[src/rtl/seq_scan_ctrl.sv]
// seq_scan_ctrl: accepts parallel words over valid/ready, shifts each word out MSB-first
// into a programmable pattern matcher and counts matches over a configured number of words.
//
// Ports:
//   clk          rising-edge clock
//   reset        asynchronous active-low reset
//   cfg_pattern  pattern; bit cfg_len-1 is expected first, bit 0 last
//   cfg_len      pattern length in bits (1..PMAX)
//   cfg_overlap  1 = overlapping matches, 0 = non-overlapping
//   cfg_words    number of words in the job
//   start        job request, sampled only while idle
//   busy         job active
//   in_valid     word available
//   in_data      word to scan, MSB first
//   in_ready     controller can accept a word
//   match_pulse  one-cycle pulse per match
//   match_count  saturating match count for the current/last job
//   done         one-cycle pulse at job end
//   err_cfg      one-cycle pulse when a start is rejected
module seq_scan_ctrl #(
  parameter int unsigned DW   = 8,
  parameter int unsigned PMAX = 8,
  parameter int unsigned CW   = 16,
  localparam int unsigned LW  = $clog2(PMAX) + 1
) (
  input  logic            clk,
  input  logic            reset,
  input  logic [PMAX-1:0] cfg_pattern,
  input  logic [LW-1:0]   cfg_len,
  input  logic            cfg_overlap,
  input  logic [CW-1:0]   cfg_words,
  input  logic            start,
  output logic            busy,
  input  logic            in_valid,
  input  logic [DW-1:0]   in_data,
  output logic            in_ready,
  output logic            match_pulse,
  output logic [CW-1:0]   match_count,
  output logic            done,
  output logic            err_cfg
);

  localparam int unsigned BW = (DW > 1) ? $clog2(DW) : 1;

  typedef enum logic [1:0] {StIdle, StLoad, StShift, StFinish} state_e;

  state_e          state_q, state_d;
  logic [PMAX-1:0] pat_q, pat_d;
  logic [LW-1:0]   len_q, len_d;
  logic            ovl_q, ovl_d;
  logic [CW-1:0]   words_q, words_d;
  logic [PMAX-1:0] hist_q, hist_d;
  logic [LW-1:0]   fill_q, fill_d;
  logic [BW-1:0]   bit_q, bit_d;
  logic [DW-1:0]   word_q, word_d;
  logic [CW-1:0]   cnt_q, cnt_d;
  logic            pulse_q, pulse_d;
  logic            done_q, done_d;
  logic            err_q, err_d;

  logic            cfg_ok;
  logic            shift_bit;
  logic [PMAX-1:0] hist_shift;
  logic [PMAX-1:0] len_mask;
  logic [LW-1:0]   fill_inc;
  logic            is_match;

  assign cfg_ok = (cfg_len != '0) && (32'(cfg_len) <= PMAX) && (cfg_words != '0);

  // Matcher datapath: history after this cycle's shift, compared over the low len_q bits.
  always_comb begin
    shift_bit  = word_q[bit_q];
    hist_shift = hist_q << 1;
    hist_shift[0] = shift_bit;
    for (int unsigned i = 0; i < PMAX; i++) begin
      len_mask[i] = (i < 32'(len_q));
    end
    fill_inc = fill_q + LW'(1);
    is_match = (fill_inc >= len_q) && (((hist_shift ^ pat_q) & len_mask) == '0);
  end

  always_comb begin
    state_d = state_q;
    pat_d   = pat_q;
    len_d   = len_q;
    ovl_d   = ovl_q;
    words_d = words_q;
    hist_d  = hist_q;
    fill_d  = fill_q;
    bit_d   = bit_q;
    word_d  = word_q;
    cnt_d   = cnt_q;
    pulse_d = 1'b0;
    done_d  = 1'b0;
    err_d   = 1'b0;

    unique case (state_q)
      StIdle: begin
        if (start) begin
          if (!cfg_ok) begin
            err_d = 1'b1;
          end else begin
            pat_d   = cfg_pattern;
            len_d   = cfg_len;
            ovl_d   = cfg_overlap;
            words_d = cfg_words;
            hist_d  = '0;
            fill_d  = '0;
            cnt_d   = '0;
            state_d = StLoad;
          end
        end
      end
      StLoad: begin
        if (in_valid) begin
          word_d  = in_data;
          bit_d   = BW'(DW - 1);
          state_d = StShift;
        end
      end
      StShift: begin
        hist_d = hist_shift;
        fill_d = (fill_inc >= len_q) ? len_q : fill_inc;
        if (is_match) begin
          pulse_d = 1'b1;
          if (cnt_q != '1) cnt_d = cnt_q + CW'(1);
          // Non-overlapping: the next match must be built from entirely fresh bits.
          if (!ovl_q) fill_d = '0;
        end
        if (bit_q == '0) begin
          words_d = words_q - CW'(1);
          if (words_q == CW'(1)) begin
            done_d  = 1'b1;
            state_d = StFinish;
          end else begin
            state_d = StLoad;
          end
        end else begin
          bit_d = bit_q - BW'(1);
        end
      end
      StFinish: begin
        state_d = StIdle;
      end
      default: begin
        state_d = StIdle;
      end
    endcase
  end

  always_ff @(posedge clk or negedge reset) begin
    if (!reset) begin
      state_q <= StIdle;
      pat_q   <= '0;
      len_q   <= '0;
      ovl_q   <= 1'b0;
      words_q <= '0;
      hist_q  <= '0;
      fill_q  <= '0;
      bit_q   <= '0;
      word_q  <= '0;
      cnt_q   <= '0;
      pulse_q <= 1'b0;
      done_q  <= 1'b0;
      err_q   <= 1'b0;
    end else begin
      state_q <= state_d;
      pat_q   <= pat_d;
      len_q   <= len_d;
      ovl_q   <= ovl_d;
      words_q <= words_d;
      hist_q  <= hist_d;
      fill_q  <= fill_d;
      bit_q   <= bit_d;
      word_q  <= word_d;
      cnt_q   <= cnt_d;
      pulse_q <= pulse_d;
      done_q  <= done_d;
      err_q   <= err_d;
    end
  end

  assign busy        = (state_q != StIdle);
  assign in_ready    = (state_q == StLoad);
  assign match_pulse = pulse_q;
  assign match_count = cnt_q;
  assign done        = done_q;
  assign err_cfg     = err_q;

endmodule
[config.mk]
export PLATFORM = sky130hd
export DESIGN_NAME = seq_scan_ctrl
export DESIGN_NICKNAME = d
export VERILOG_FILES = /design/src/rtl/seq_scan_ctrl.sv
export SDC_FILE = /design/constraint.sdc
export NUM_CORES = 1
export LEC_CHECK = 0
export BUFFER_PORTS_ARGS = -buffer_cell sky130_fd_sc_hd__buf_2
export CAP_MARGIN = 10
export CORE_ASPECT_RATIO = 1.5
export CORE_UTILIZATION = 50
export DETAILED_ROUTE_END_ITERATION = 8
export PLACE_DENSITY = 0.78
export SYNTH_ARGS = -nofsm -noshare
export SYNTH_HDL_FRONTEND = slang
export SYNTH_SLANG_ARGS = --single-unit
[constraint.sdc]
create_clock -name clk -period 3.7 [get_ports clk]
set_input_delay 0.37 -clock clk [delete_from_list [all_inputs] [get_ports clk]]
set_output_delay 0.37 -clock clk [all_outputs]
set_load 0.1 [all_outputs]
=== Word level (Yosys, flattened, before mapping) ===
Index checks and enable logic that the tools add are counted.

* Register bits after elaboration: 72
* Bits of input ports: 41
* Output and inout bits: 21
* Word-level logic and storage cells: 97

* Add/sub/neg operators: 4
* Magnitude comparators: 11
* Equal/unequal tests: 12
* Mux-type cells: 37
* Bitwise logic cells: 2
* Reductions and logical operators: 18

{| class="wikitable"
|+ Operator list
! cell !! number
|-
| $mux 16 || 7
|-
| $pmux 16 s2 || 2
|-
| $mux 4 || 5
|-
| $add 16x1->16 const B || 1
|-
| $eq 16x1->1 const B || 1
|-
| $lt 3x4->1 const A || 4
|-
| $ne 16x16->1 const B || 1
|-
| $reduce_bool 16->1 || 1
|-
| $sub 16x1->16 const B || 1
|-
| $mux 7 || 2
|-
| $ne 2x2->1 const B || 7
|-
| $pmux 7 s2 || 1
|-
| $mux 2 || 5
|-
| $mux 1 || 9
|-
| $reduce_and 3->1 || 3
|-
| $and 8x8->8 || 1
|-
| $logic_not 8->1 || 1
|-
| $lt 1x4->1 const A || 2
|-
| $lt 2x4->1 const A || 2
|-
| $pmux 2 s4 || 1
|-
| $pmux 4 s2 || 1
|-
| $reduce_and 4->1 || 2
|-
| $xor 8x8->8 || 1
|-
| $mux 3 || 2
|-
| 16 further kinds || 21
|}

=== Logic depth before layout (Yosys ltp) ===
Gate-level depths: netlist of run 1.

* Word-level depth: 8
* Mapped depth: 11
* Gate-level depth less buffers: 9

=== Worst setup path before layout of run 1 ===
No wires, ideal clock.

* Path kind: register to register
* Start point: register bit_q[0]
* End point: register cnt_q[3] (netlist: match_count[3])
* Setup time: 164 ps
* Arrival: 2717 ps
* Data required time: 3536 ps
* Setup slack: 819 ps
* Cell stages (with the launch flop): 10
* Path buffers: 3
* Period minus slack after synthesis: 2881 ps
* Path through: dfrtp_1 buf_4 mux2_1 mux4_2 mux2i_1 or4_4 buf_2 buf_2 nor4_1 o32ai_1

* Longest elaborated chain between the ends: 8

{| class="wikitable"
|+ RTL lines
! what !! line !! text
|-
| from (decl) || 54 || <nowiki>logic [BW-1:0] bit_q, bit_d;</nowiki>
|-
| from (signal assigned) || 174 || <nowiki>bit_q <= bit_d;</nowiki>
|-
| $bmux 1 s3 || 72 || <nowiki>shift_bit = word_q[bit_q];</nowiki>
|-
| $mux 1 (implied by the code) || 72 ||
|-
| $xor 8x8->8 || 79 || <nowiki>is_match = (fill_inc >= len_q) && (((hist_shift ^ pat_q) & len_mask) == '0);</nowiki>
|-
| $and 8x8->8 || 79 ||
|-
| $logic_not 8->1 || 79 ||
|-
| $logic_and 1x1->1 || 79 ||
|-
| $ne 2x2->1 (no line) || -- ||
|-
| $reduce_and 5->1 (no line) || -- ||
|-
| to (signal assigned) || 176 || <nowiki>cnt_q <= cnt_d;</nowiki>
|-
| to (decl) || 56 || <nowiki>logic [CW-1:0] cnt_q, cnt_d;</nowiki>
|}

No other way between the ends. The select of a mux whose other input is x is not followed.
A chain may end at the register's enable or synchronous reset.

=== Worst setup path after layout of run 1 ===
* Start point: register bit_q[0]
* End point: register cnt_q[13] (netlist: match_count[13])

The elaborated chain is that of the path after synthesis.

==> run summary, run 1 <==
In the synthesized netlist the dominant register cell turns out to be sky130_fd_sc_hd__dfrtp_1. The clock sink count is 72. Summing over every cut layer, the via total after detailed routing is roughly 3,500.

The final-layout setup total negative slack came out at 0 ns. Setup violations remaining at the end of the flow were counted as 0. The remaining number of nets flagged by the antenna check after routing came out at 0.

Before antenna repair, the detailed router went through 5 iterations. After routing the design area is 4750 µm². Gates resized during post-CTS repair numbered 0. The mean cell area of the mapped netlist came out at 9.50 µm². IR analysis of the VDD net gives a maximum drop of 0.475 mV. The total nets after synthesis is between 400 and 500. The vertical die dimension came out at around 110 µm. The tightest min-delay check is of the primary input to asynchronous set/reset pin type. The final wirelength is 9.46 mm. Dividing the final minimum period by the clock period gives 0.847.

Once the clock tree was built, the setup fixing pass inserted 0 buffers. The max-slew violation count is 0. The pin count of the biggest net entering global routing is 38.

The congestion estimate from routability-driven global placement came to 0.858. The number of placement rows came out at 39. The number of standard cells in the final layout excluding fillers is 585. The maximum achievable frequency came out at 319 MHz. TritonCTS built the clock tree. In the synthesized netlist the async set-or-reset flop fraction comes to 1.00.

The number of global-route vias before repair is between 3,000 and 4,000. In this run the standard cell core region covers 7660 µm². The global-route wire length before repair came out at ~16 mm.

For this design the static power due to leakage is ~2 nW. The remaining design rule violation count came out at 0. The area enclosed by the die boundary is 8350 µm². The cell sitting at the root of the clock tree is a sky130_fd_sc_hd__clkbuf_16. Setup repair after global routing left no endpoint under its margin. The tightest slew margin relative to the limit came out at 0.244. Global routing finished with a remaining overflow of 0. From left edge to right edge, the die measures ~75 µm. The total instance count after detailed placement is 569. Counting stages on the worst path, the most repeated cell is sky130_fd_sc_hd__or4_4. The maximum fanout encountered on the critical timing path is 23. The overall track demand over capacity in global routing came out at 0.251. Across the routed clock network, the largest skew measured is 0.00589 ns. For this design the top-level I/O count stands at 62.

STA classifies the critical path endpoint as a register. The final count of hold timing violations came to 0. The count of port buffers added during placement is between 60 and 70. The clock passes through at most 2 buffers. The antenna cell count is 0.

The detailed router finished its first iteration with 181 violations. The endpoint arrival time on the critical path is between 3 and 4 ns. The critical path goes through mux2_1 > mux4_2 > mux2i_1 > or4_4 > or4_4 > o31ai_2. For the pin with the worst max-slew slack, the measured transition is about 1.1 ns. The CTS H-tree depth is 3.

Yosys mapped the design onto 52 distinct sky130hd cell types. The critical path is of the register to register type. The fraction of the yosys area taken by sequential cells is 0.452. The post-layout minimum cycle time came out at 3.13 ns. STA classifies the critical path startpoint as a register. The stage delay of the slowest cell on the critical path came out at 0.71 ns.

The clock buffer count from CTS is 9. The post-synthesis register bit count is 72. The number of antenna violations at the first check in global routing came out at 0.

At the worst endpoint, the required time is about 4.0 ns. Synthesis produced 420 cells. The final routed wire length divided by cell count is 16.2 µm.

The slowest stage cell on the critical path is sky130_fd_sc_hd__or4_4. The worst-skew pair later-pin latency came out at 0.34 ns. The starting density of the core is 0.521. The number of violations of the max-capacitance limit is 0. The post-placement cell area came out at 4400 µm².

The cell area after technology mapping is 3990 µm². The number of nets in the finished design is about 530. In the final layout, the share of cells above drive strength 1 is 0.242. The Yosys step of the flow raised 0 warnings. The flow ran to the end, and the final reports show no timing, DRC or antenna violations.

The post-detailed-route via-to-cell ratio came out at between 5 and 6. The power density normalized to cell area came out at 780 nW/µm². The count of hold buffers inserted by post-cts repair came out at 0.

The layout overhead on the synthesized area came out at 19.1%. The layout filler cell count came out at 658. The clock-pin slew of the registers on the worst-case setup and hold paths came out at 0.06 ns.

Detailed placement ended at an HPWL of 6.65 mm. The synthesized design contains 0 enable-type register cells.
## stage by stage
stage	setup WS (ns)	hold WS [ns]	power (W)	util
3_3_place_gp	0.636	0.456	0.00258	0.574
5_1_grt	0.466	0.144	0.00394	0.620
6_report	0.566	0.101	0.00371	0.620
3_5_place_dp	0.590	0.471	0.00266	0.574
2_1_floorplan	0.819	0.0744	0.00233	-
4_1_cts	0.560	0.116	0.00371	0.620
## power by group
| part | internal (W) | total, W | switching, W |
|---|---|---|---|
| registers | 0.00106 | 0.00134 | 0.000284 |
| clock network | 0.000694 | 0.00104 | 0.000342 |
| logic | 0.000547 | 0.00133 | 0.000784 |
## synth_stat cells, types with 6 or more instances
cell,n,area (µm²)
sky130_fd_sc_hd__nor4_1,14,87.6
sky130_fd_sc_hd__o21ai_0,24,120
sky130_fd_sc_hd__a21oi_1,28,140
sky130_fd_sc_hd__or3_1,8,50.1
sky130_fd_sc_hd__nand3_1,10,50.1
sky130_fd_sc_hd__nand4_1,6,37.5
sky130_fd_sc_hd__or4_1,12,90.1
sky130_fd_sc_hd__nand2_1,49,184
sky130_fd_sc_hd__mux2_2,22,248
sky130_fd_sc_hd__o22ai_1,6,37.5
sky130_fd_sc_hd__xnor2_1,7,61.3
sky130_fd_sc_hd__clkbuf_1,18,67.6
sky130_fd_sc_hd__inv_1,14,52.6
sky130_fd_sc_hd__nor2_1,26,97.6
sky130_fd_sc_hd__nor3_1,10,50.1
sky130_fd_sc_hd__dfrtp_1,72,1800
sky130_fd_sc_hd__ha_1,10,125
sky130_fd_sc_hd__o211ai_1,8,60.1
## sequential cells by signal, summed over array words and instances, names as in the netlist
signal,count
bit_q,3
fill_q,4
state_q,2
done,1
ovl_q,1
pat_q,8
match_count,16
match_pulse,1
words_q,16
word_q,8
len_q,4
hist_q,7
err_cfg,1
## placed cells by master, fill, tap and decap left out, types with 4 or more instances in the layout
cell type                   Yosys  layout
sky130_fd_sc_hd__o211ai_1       8       8
sky130_fd_sc_hd__o32ai_1        5       5
sky130_fd_sc_hd__mux2i_1        4       4
sky130_fd_sc_hd__a21oi_1       28      28
sky130_fd_sc_hd__o31ai_1        5       5
sky130_fd_sc_hd__buf_4          1       8
sky130_fd_sc_hd__or4_1         12      12
sky130_fd_sc_hd__mux2_2        22      22
sky130_fd_sc_hd__ha_1          10      10
sky130_fd_sc_hd__nand4_1        6       6
sky130_fd_sc_hd__o22ai_1        6       6
sky130_fd_sc_hd__o21ai_0       24      24
sky130_fd_sc_hd__nand3_1       10      10
sky130_fd_sc_hd__clkbuf_16      0       9
sky130_fd_sc_hd__xnor2_1        7       7
sky130_fd_sc_hd__nand2_1       49      49
sky130_fd_sc_hd__o21ai_1        5       5
sky130_fd_sc_hd__mux2_1         4       4
sky130_fd_sc_hd__or3_1          8       8
sky130_fd_sc_hd__nor4_1        14      14
sky130_fd_sc_hd__nand2b_1       5       5
sky130_fd_sc_hd__inv_1         14      14
sky130_fd_sc_hd__a31oi_1        5       5
sky130_fd_sc_hd__dfrtp_1       72      72
sky130_fd_sc_hd__nor3_1        10      10
sky130_fd_sc_hd__nor2_1        26      26
sky130_fd_sc_hd__buf_2          2      61
## per-layer routing
layer / part of all wire / global-route usage
met1: 0.41 / 0.304
met2: 0.52 / 0.417
met3: 0.035 / 0.0425
met4: 0.028 / 0.131
met5: 0 / 0
## worst paths after layout
path / start / to / slack, ns / cells past startpoint
setup / recovery: bit_q[0] / match_count[13] / 0.57 / 6
hold / removal: reset / match_count[8] / 0.10 / 1
setup reg to reg: bit_q[0] / match_count[13] / 0.57 / 6
hold reg to reg: word_q[6] / word_q[6] / 0.50 / 1
max in group asynchronous: reset / word_q[6] / 2.70 / 2
min in group clk: in_valid / state_q[0] / 0.24 / 2
## worst max-delay path: cells and delay by family (launching register included)
| kind | cells | cell delay (ns) |
|---|---|---|
| mux | 3 | 1.06 |
| flops | 1 | 0.47 |
| simple gates | 2 | 1.31 |
| compound gates | 1 | 0.19 |
## layout make-up
cell class | count | area, µm² | share of cell area
clock inverters | 5 | 103 | 0.0216
flip-flops and latches | 72 | 1800 | 0.379
clock buffers | 11 | 253 | 0.0532
repair buffers | 69 | 365 | 0.0769
inverters | 14 | 52.6 | 0.0111
well taps | 102 | 128 | 0.0269
multi-input cells | 312 | 2050 | 0.431
## logic make-up (layout without fill, tap and decap cells)
| kind of cell | Yosys count | count (layout) | share of synthesized area |
|---|---|---|---|
| simple gates | 149 | 149 | 0.188 |
| compound gates | 112 | 112 | 0.182 |
| flops | 72 | 72 | 0.452 |
| buf+inv | 36 | 99 | 0.0354 |
| mux | 31 | 31 | 0.0891 |
| fa+ha+maj | 10 | 10 | 0.0314 |
| xor+xnor | 10 | 10 | 0.0220 |
No activity file was read; power rests on OpenSTA's default activity.
==> run 2: changes to the inputs <==
Settings changed: PLACE_DENSITY 0.78 to 0.8.
Clock period 3.7 ns to 2.7 ns, I/O delays scaled along.
==> run 2 against run 1 <==
Effect of this change:
- the run now ends with setup timing left
- sequential power grew 36%
- clock power hardly changed
- sequential cell count unchanged
- wire length rose by 3.8%
- critical path type unchanged
- core utilization is 1.6 points higher
==> run summary, run 2 (same netlist as run 1, synthesis figures left out) <==
The post-placement cell area was 4510 µm² (+2.7%). The power density normalized to cell area is 1020 nW/µm² (+30%). The total overflow reported by the global router was 0 (unchanged). The overall track demand over capacity in global routing is 0.262 (+0.0108). The clock buffer count from CTS came out at 9 (unchanged). The pin count of the biggest net entering global routing was 73 (+92%). The final wirelength is 9.81 mm (+3.8%).

The number of nets in the finished design is 544 (+2.8%). The tightest slew margin relative to the limit is 0.306 (+0.0618). The I/O pin count is 62 (unchanged). Counting stages on the worst path, the most repeated cell is sky130_fd_sc_hd__or4_4. The critical path goes through mux2_1 > mux4_2 > mux2i_2 > or4_4 > or4_4 > o31ai_4. The final count of hold timing violations came out at 0 (unchanged). CTS placed an instance of sky130_fd_sc_hd__clkbuf_16 at the clock tree root. The flow ran to the end, but the final reports show violations. The checks that failed: setup timing. The area of the core was 7660 µm² (unchanged). The CTS H-tree depth is 3 (unchanged). The part of the cycle the worst path needs is 1.09 (+0.241). The number of design-rule violations left by the first detailed-router iteration is 264 (+46%). The stage delay of the slowest cell on the critical path is 0.60 ns (-0.11 ns). The final HPWL from detailed placement came out at 6.67 mm (+0.28%).

The number of violations of the max-capacitance limit came out at 0 (unchanged). The endpoint arrival time on the critical path came to 3.18 ns (-0.20 ns). The clock sink count is 72 (unchanged). The register area is 1810 µm² (+0.21%).

The final routed wire length divided by cell count came out at 16.4 µm (+1.5%). STA classifies the critical path endpoint as a register. The top cell types in the final layout, fill and taps aside, are sky130_fd_sc_hd__dfrtp_1, sky130_fd_sc_hd__buf_2, sky130_fd_sc_hd__nand2_1.

The number of standard cells in the final layout excluding fillers came out at 598 (+2.2%). The TritonCTS clock tree is done. The layout overhead on the synthesized area came out at 22.1%. The buffers plus inverters on the worst setup path came out at 0 (unchanged).

The clock-pin slew of the registers on the worst-case setup and hold paths came out at 0.05 ns (about the same). The worst-case clock buffer depth is 2 (unchanged). The required time at the worst-slack endpoint came out at 2.94 ns (-1.01 ns).

The number of placement rows came out at 39 (unchanged). The layout filler cell count is 654 (-0.61%). The post-layout minimum cycle time is 2.94 ns (-0.196 ns). The remaining design rule violation count is 0 (unchanged). The remaining number of nets flagged by the antenna check after routing came out at 0 (unchanged). The cell area after layout was 4870 µm² (+2.5%). The starting density of the core came out at 0.521 (unchanged). The number of global-route vias before repair is 3,684 (+8.4%). The slowest stage cell on the critical path is sky130_fd_sc_hd__or4_4. The family with the most delay on the worst path is simple AND/OR/NAND/NOR gates. The pre-CTS worst setup slack came out at -0.171 ns (-0.761 ns). The total via count after detailed routing is 3,605 (+4.3%). The worst clock skew on the final layout came to 0.00442 ns (-0.00147 ns). The area taken by multi-input logic gates is 2140 µm² (+4.3%). The utilization of the core after routing is 0.636 (+0.0157). The number of antenna violations at the first check in global routing came out at 0 (unchanged). The count of port buffers added during placement is 61 (unchanged).

The classification of the worst setup path is register to register. The type of the most critical hold path is primary input to register. The maximum fanout encountered on the critical timing path is 7 (-70%).

The final estimated routing congestion in global placement came out at 0.845 (-1.4%). The setup slack after layout was -0.238 ns (-0.804 ns). The fraction of final layout cells with drive strength greater than 1 was 0.286 (+0.0441). The worst-skew pair later-pin latency is 0.33 ns (about the same).

Setup repair after global routing could not meet its margin everywhere. STA classifies the critical path startpoint as a register. The antenna cell count is 0 (unchanged). The final-layout setup total negative slack came to -1.30 ns (-1.30 ns).

The total setup violations reported at the end of the flow is 12 (+12). The number of iterations in the first detailed-routing pass came out at 4 (-1). The total instance count after detailed placement was 581 (+2.1%). The vertical die dimension is 111 µm (unchanged). The max-slew violation count is 0 (unchanged). The maximum achievable frequency came out at 340 MHz (+6.7%). The post-detailed-route via-to-cell ratio is 6.03 (+2.0%).

The library cell used most frequently in the layout, excluding fill and tap cells, is sky130_fd_sc_hd__dfrtp_1. The worst-case vdd ir drop came out at 1.07 mV (+130%). The leakage component of the power came out at 2.09 nW (+2.3%).

The transition time at the pin with the least slew margin is 1.03 ns (-0.0920 ns). The horizontal die dimension is 74.9 µm (unchanged). The area enclosed by the die boundary was 8350 µm² (unchanged).

The global-route wire length before repair came to 16.8 mm (+5.9%).
## run 2: per-stage QoR
stage,hold WS (ns),total power [W]
floorplan,-0.0256,0.00322
global placement,0.327,0.00369
detailed placement,0.332,0.00378
CTS,0.133,0.00489
global route,0.149,0.00529
finish,0.137,0.00495
## run 2: cell type report
type / count / area share
multi-input combinational: 312 / 0.439
inverter: 14 / 0.0108
clock inverter: 1 / 0.00103
tap: 102 / 0.0262
clock buffer: 13 / 0.0514
timing repair buffer: 84 / 0.101
sequential: 72 / 0.371
## run 2: worst paths after layout
check | start | end | slack, ns | cells past startpoint
setup / recovery | bit_q[0] | match_count[13] | -0.24 | 6
hold / removal | in_valid | state_q[0] | 0.14 | 2
setup reg to reg | bit_q[0] | match_count[13] | -0.24 | 6
hold reg to reg | word_q[7] | word_q[7] | 0.50 | 1
max in group asynchronous | reset | bit_q[0] | 1.87 | 3
min in group asynchronous | reset | match_count[2] | 0.50 | 3
## run 2: power by group
group | total (W) | switching, W | internal, W | leakage (nW)
Sequential | 0.00182 | 0.000372 | 0.00145 | 0.897
Clock | 0.00104 | 0.000410 | 0.000635 | 0.126
Combinational | 0.00208 | 0.00116 | 0.000924 | 1.07
Total | 0.00495 | 0.00194 | 0.00301 | 2.09
## run 2: layer usage
metal,share of wire,vias to the layer above,track usage
li1,-,1716,-
met1,0.40,1789,0.312
met2,0.54,82,0.447
met3,0.037,18,0.0489
met4,0.023,0,0.116
met5,0,-,0
## run 2: timing repair
action / in CTS / in global routing
pin swaps: 5 / 5
hold buffers: 1 / 0
endpoints found under the hold margin: 72 / 0
setup buffers: 2 / 0
endpoints found under the setup margin: 13 / 21
gates resized for setup: 1 / 13
==> run 3: changes to the inputs <==
Settings changed: CELL_PAD_IN_SITES_DETAIL_PLACEMENT set to 0, CELL_PAD_IN_SITES_GLOBAL_PLACEMENT set to 1, CORE_UTILIZATION 50 to 39, PLACE_DENSITY 0.8 to 0.81.
==> run 3 against run 2 <==
Effect of this change:
- global-route usage down 5.2 points
- core utilization down 11 points
- fmax up 0.81%
- the run still ends with setup timing left
- clock power up 33%
==> run summary, run 3 (same netlist as run 1, synthesis figures left out) <==
TritonCTS built the clock tree. The worst-case vdd ir drop is 0.883 mV (-18%). The maximum achievable frequency came to 343 MHz (+0.81%). Setup repair after global routing could not meet its margin everywhere.

The stage delay of the slowest cell on the critical path is 0.59 ns (about the same). The vertical die dimension is 126 µm (+13%). The final wirelength is 10.3 mm (+5.4%).

The sum of internal, switching and leakage power came to 0.00542 W (+9.4%). The checks that failed: setup timing. The cell area after layout is 5140 µm² (+5.5%). The post-detailed-route via-to-cell ratio came out at 5.81 (-3.6%). The antenna cell count was 0 (unchanged). The CTS H-tree depth is 3 (unchanged).

The maximum fanout encountered on the critical timing path is 6 (-1). The type of the most critical hold path is primary input to register. Walking the worst path, the cells encountered are mux2_4 > mux4_2 > mux2i_2 > or4_4 > or4_4 > o31ai_4. The met1 routing resource usage after global routing is 0.258 (-0.0547). The post-layout minimum cycle time is 2.91 ns (-0.0236 ns). The total instance count after detailed placement is 596 (+2.6%). The number of design-rule violations left by the first detailed-router iteration was 198 (-25%). The endpoint arrival time on the critical path came to 3.16 ns (-0.02 ns).

The number of nets in the finished design came out at 549 (+0.92%). The met3 routing resource usage after global routing is 0.0374 (-0.0115). The final routed wire length divided by cell count came out at 16.7 µm (+2.0%). The fraction of final layout cells with drive strength greater than 1 is 0.316 (+0.0298).

The post-placement cell area is 4570 µm² (+1.2%). The number of placement rows is 44 (+13%). The register-to-register setup slack is -0.21 ns (+0.02 ns).

The most used routing layer in global routing is met2. The worst-case clock buffer depth is 2 (unchanged). The area enclosed by the die boundary is 10,600 µm² (+28%). The most numerous cell type found on the critical path is sky130_fd_sc_hd__or4_4. The number of cells on the worst reg-to-reg path was 6 (unchanged).

The number of violations of the max-capacitance limit was 0 (unchanged). The total setup violations reported at the end of the flow is 19 (+7). The flow ran to the end, but the final reports show violations. The clock sink count is 72 (unchanged). The met2 routing resource usage after global routing is 0.359 (-0.0883).

The remaining design rule violation count came out at 0 (unchanged). The part of the power in the clock network came out at 0.254 (+0.043). The library cell used most frequently in the layout, excluding fill and tap cells, is sky130_fd_sc_hd__dfrtp_1. The overall track demand over capacity in global routing is 0.210 (-0.0523). The total via count after detailed routing is 3,591 (-0.39%). The combinational power share came out at 0.409 (-0.012).

The pin count of the biggest net entering global routing is 47 (-36%). The final count of hold timing violations was 0 (unchanged). The count of port buffers added during placement came to 61 (unchanged). The switching power as a share of total power came out at 0.384 (-0.00824). The number of standard cells in the final layout excluding fillers is 618 (+3.3%). The clock-pin slew of the registers on the worst-case setup and hold paths came out at 0.06 ns (about the same). The internal portion of total power is 0.00334 W (+11%). The setup slack after layout is -0.214 ns (+0.0236 ns). The worst setup path is captured at a register. The max-slew violation count is 0 (unchanged). The transition time at the pin with the least slew margin came out at 0.551 ns (-0.483 ns). The power density normalized to cell area is 1050 nW/µm² (+3.8%). The worst-skew pair later-pin latency came out at 0.34 ns (about the same). The switching power total came to 0.00208 W (+7.1%). The I/O pin count came out at 62 (unchanged).

The number of cells on the worst hold path came out at 2 (unchanged). The total overflow reported by the global router was 0 (unchanged). The slowest stage cell on the critical path is sky130_fd_sc_hd__or4_4.

The classification of the worst setup path is register to register. The horizontal die dimension is 84.6 µm (+13%). The final estimated routing congestion in global placement was 0.841 (-0.56%).

The clock tree root driver cell is sky130_fd_sc_hd__clkbuf_16. The part of the cycle the worst path needs came out at 1.08 (-0.00875). The leakage component of the power is 2.17 nW (+3.8%).

The remaining number of nets flagged by the antenna check after routing was 0 (unchanged). The starting density of the core is 0.407 (-0.114). The layout overhead on the synthesized area came out at 28.8%.

The area taken by multi-input logic gates is 2230 µm² (+4.3%). The area of the core came to 9800 µm² (+28%). The global-route wire length before repair came out at 17.7 mm (+5.4%). The number of antenna violations at the first check in global routing came out at 0 (unchanged). The part of the total power dissipated in sequential elements came out at 0.337 (-0.031). The final HPWL from detailed placement came out at 7.41 mm (+11%). The register area came out at 1810 µm² (unchanged).

The number of iterations in the first detailed-routing pass came out at 6 (+2). The clock buffer count from CTS came out at 9 (unchanged). The number of global-route vias before repair came out at 3,679 (-0.14%). The required time at the worst-slack endpoint is 2.95 ns (about the same). The library cells used most frequently in the layout, excluding fill and tap cells, are sky130_fd_sc_hd__dfrtp_1, sky130_fd_sc_hd__buf_2, sky130_fd_sc_hd__nand2_1.

The worst clock skew on the final layout came out at 0.00667 ns (+0.00225 ns). The startpoint type of the worst setup path is a register. The tightest slew margin relative to the limit came out at 0.629 (+0.323). The layout filler cell count came out at 895 (+37%).
-- run 3: timing repair --
action | in CTS | in global routing
endpoints found under the hold margin | 20 | 0
setup buffers | 4 | 1
setup endpoints to repair | 17 | 21
pin swaps | 7 | 15
hold buffers | 1 | 0
resized for setup | 5 | 28
-- run 3: critical path: cells and delay by family, from the launching register on --
family | cells | cell delay (ns)
simple gates | 2 | 1.17
flops | 1 | 0.46
mux | 3 | 1.01
compound gates | 1 | 0.19
-- run 3: path summary, 6_finish.rpt --
kind	startpoint	to
setup / recovery	bit_q[0]	match_count[15]
hold / removal	in_valid	state_q[0]
setup reg to reg	bit_q[0]	match_count[15]
hold reg to reg	word_q[6]	word_q[6]
max in group asynchronous	reset	match_count[0]
min in group asynchronous	reset	hist_q[4]
-- run 3: power by group through the flow --
| stage | Sequential (W) | Clock (W) | Combinational (W) |
|---|---|---|---|
| final | 0.00182 | 0.00138 | 0.00222 |
| after global routing | 0.00188 | 0.00144 | 0.00246 |
| after CTS | 0.00181 | 0.00140 | 0.00209 |
| after detailed placement | 0.00182 | 0 | 0.00203 |
| after global placement | 0.00180 | 0 | 0.00198 |
| after floorplan | 0.00173 | 0 | 0.00149 |
-- run 3: routing by layer --
layer,part of all wire,wire (µm)
met5,0,0
met4,0.020,203
met3,0.032,330
met2,0.54,5580
met1,0.41,4240
-- run 3: cell type report --
cell class              instances  area share
clock buffers                   9      0.0438
clock inverters                 7      0.0231
inverters                      14      0.0102
multi-input cells             312       0.434
flip-flops and latches         72       0.351
well taps                     115      0.0280
repair buffers                 89       0.110
-- run 3: through the flow --
step           utilization  worst slack, ns  TNS [ns]  hold slack [ns]
2_1_floorplan            -          -0.0300   -0.0599          -0.0256
3_3_place_gp         0.466          -0.0920    -0.291            0.261
4_1_cts              0.508           -0.172     -1.11            0.142
5_1_grt              0.524           -0.286     -3.48            0.153
6_report             0.524           -0.214     -2.03            0.148
3_5_place_dp         0.466           -0.206     -1.54            0.276
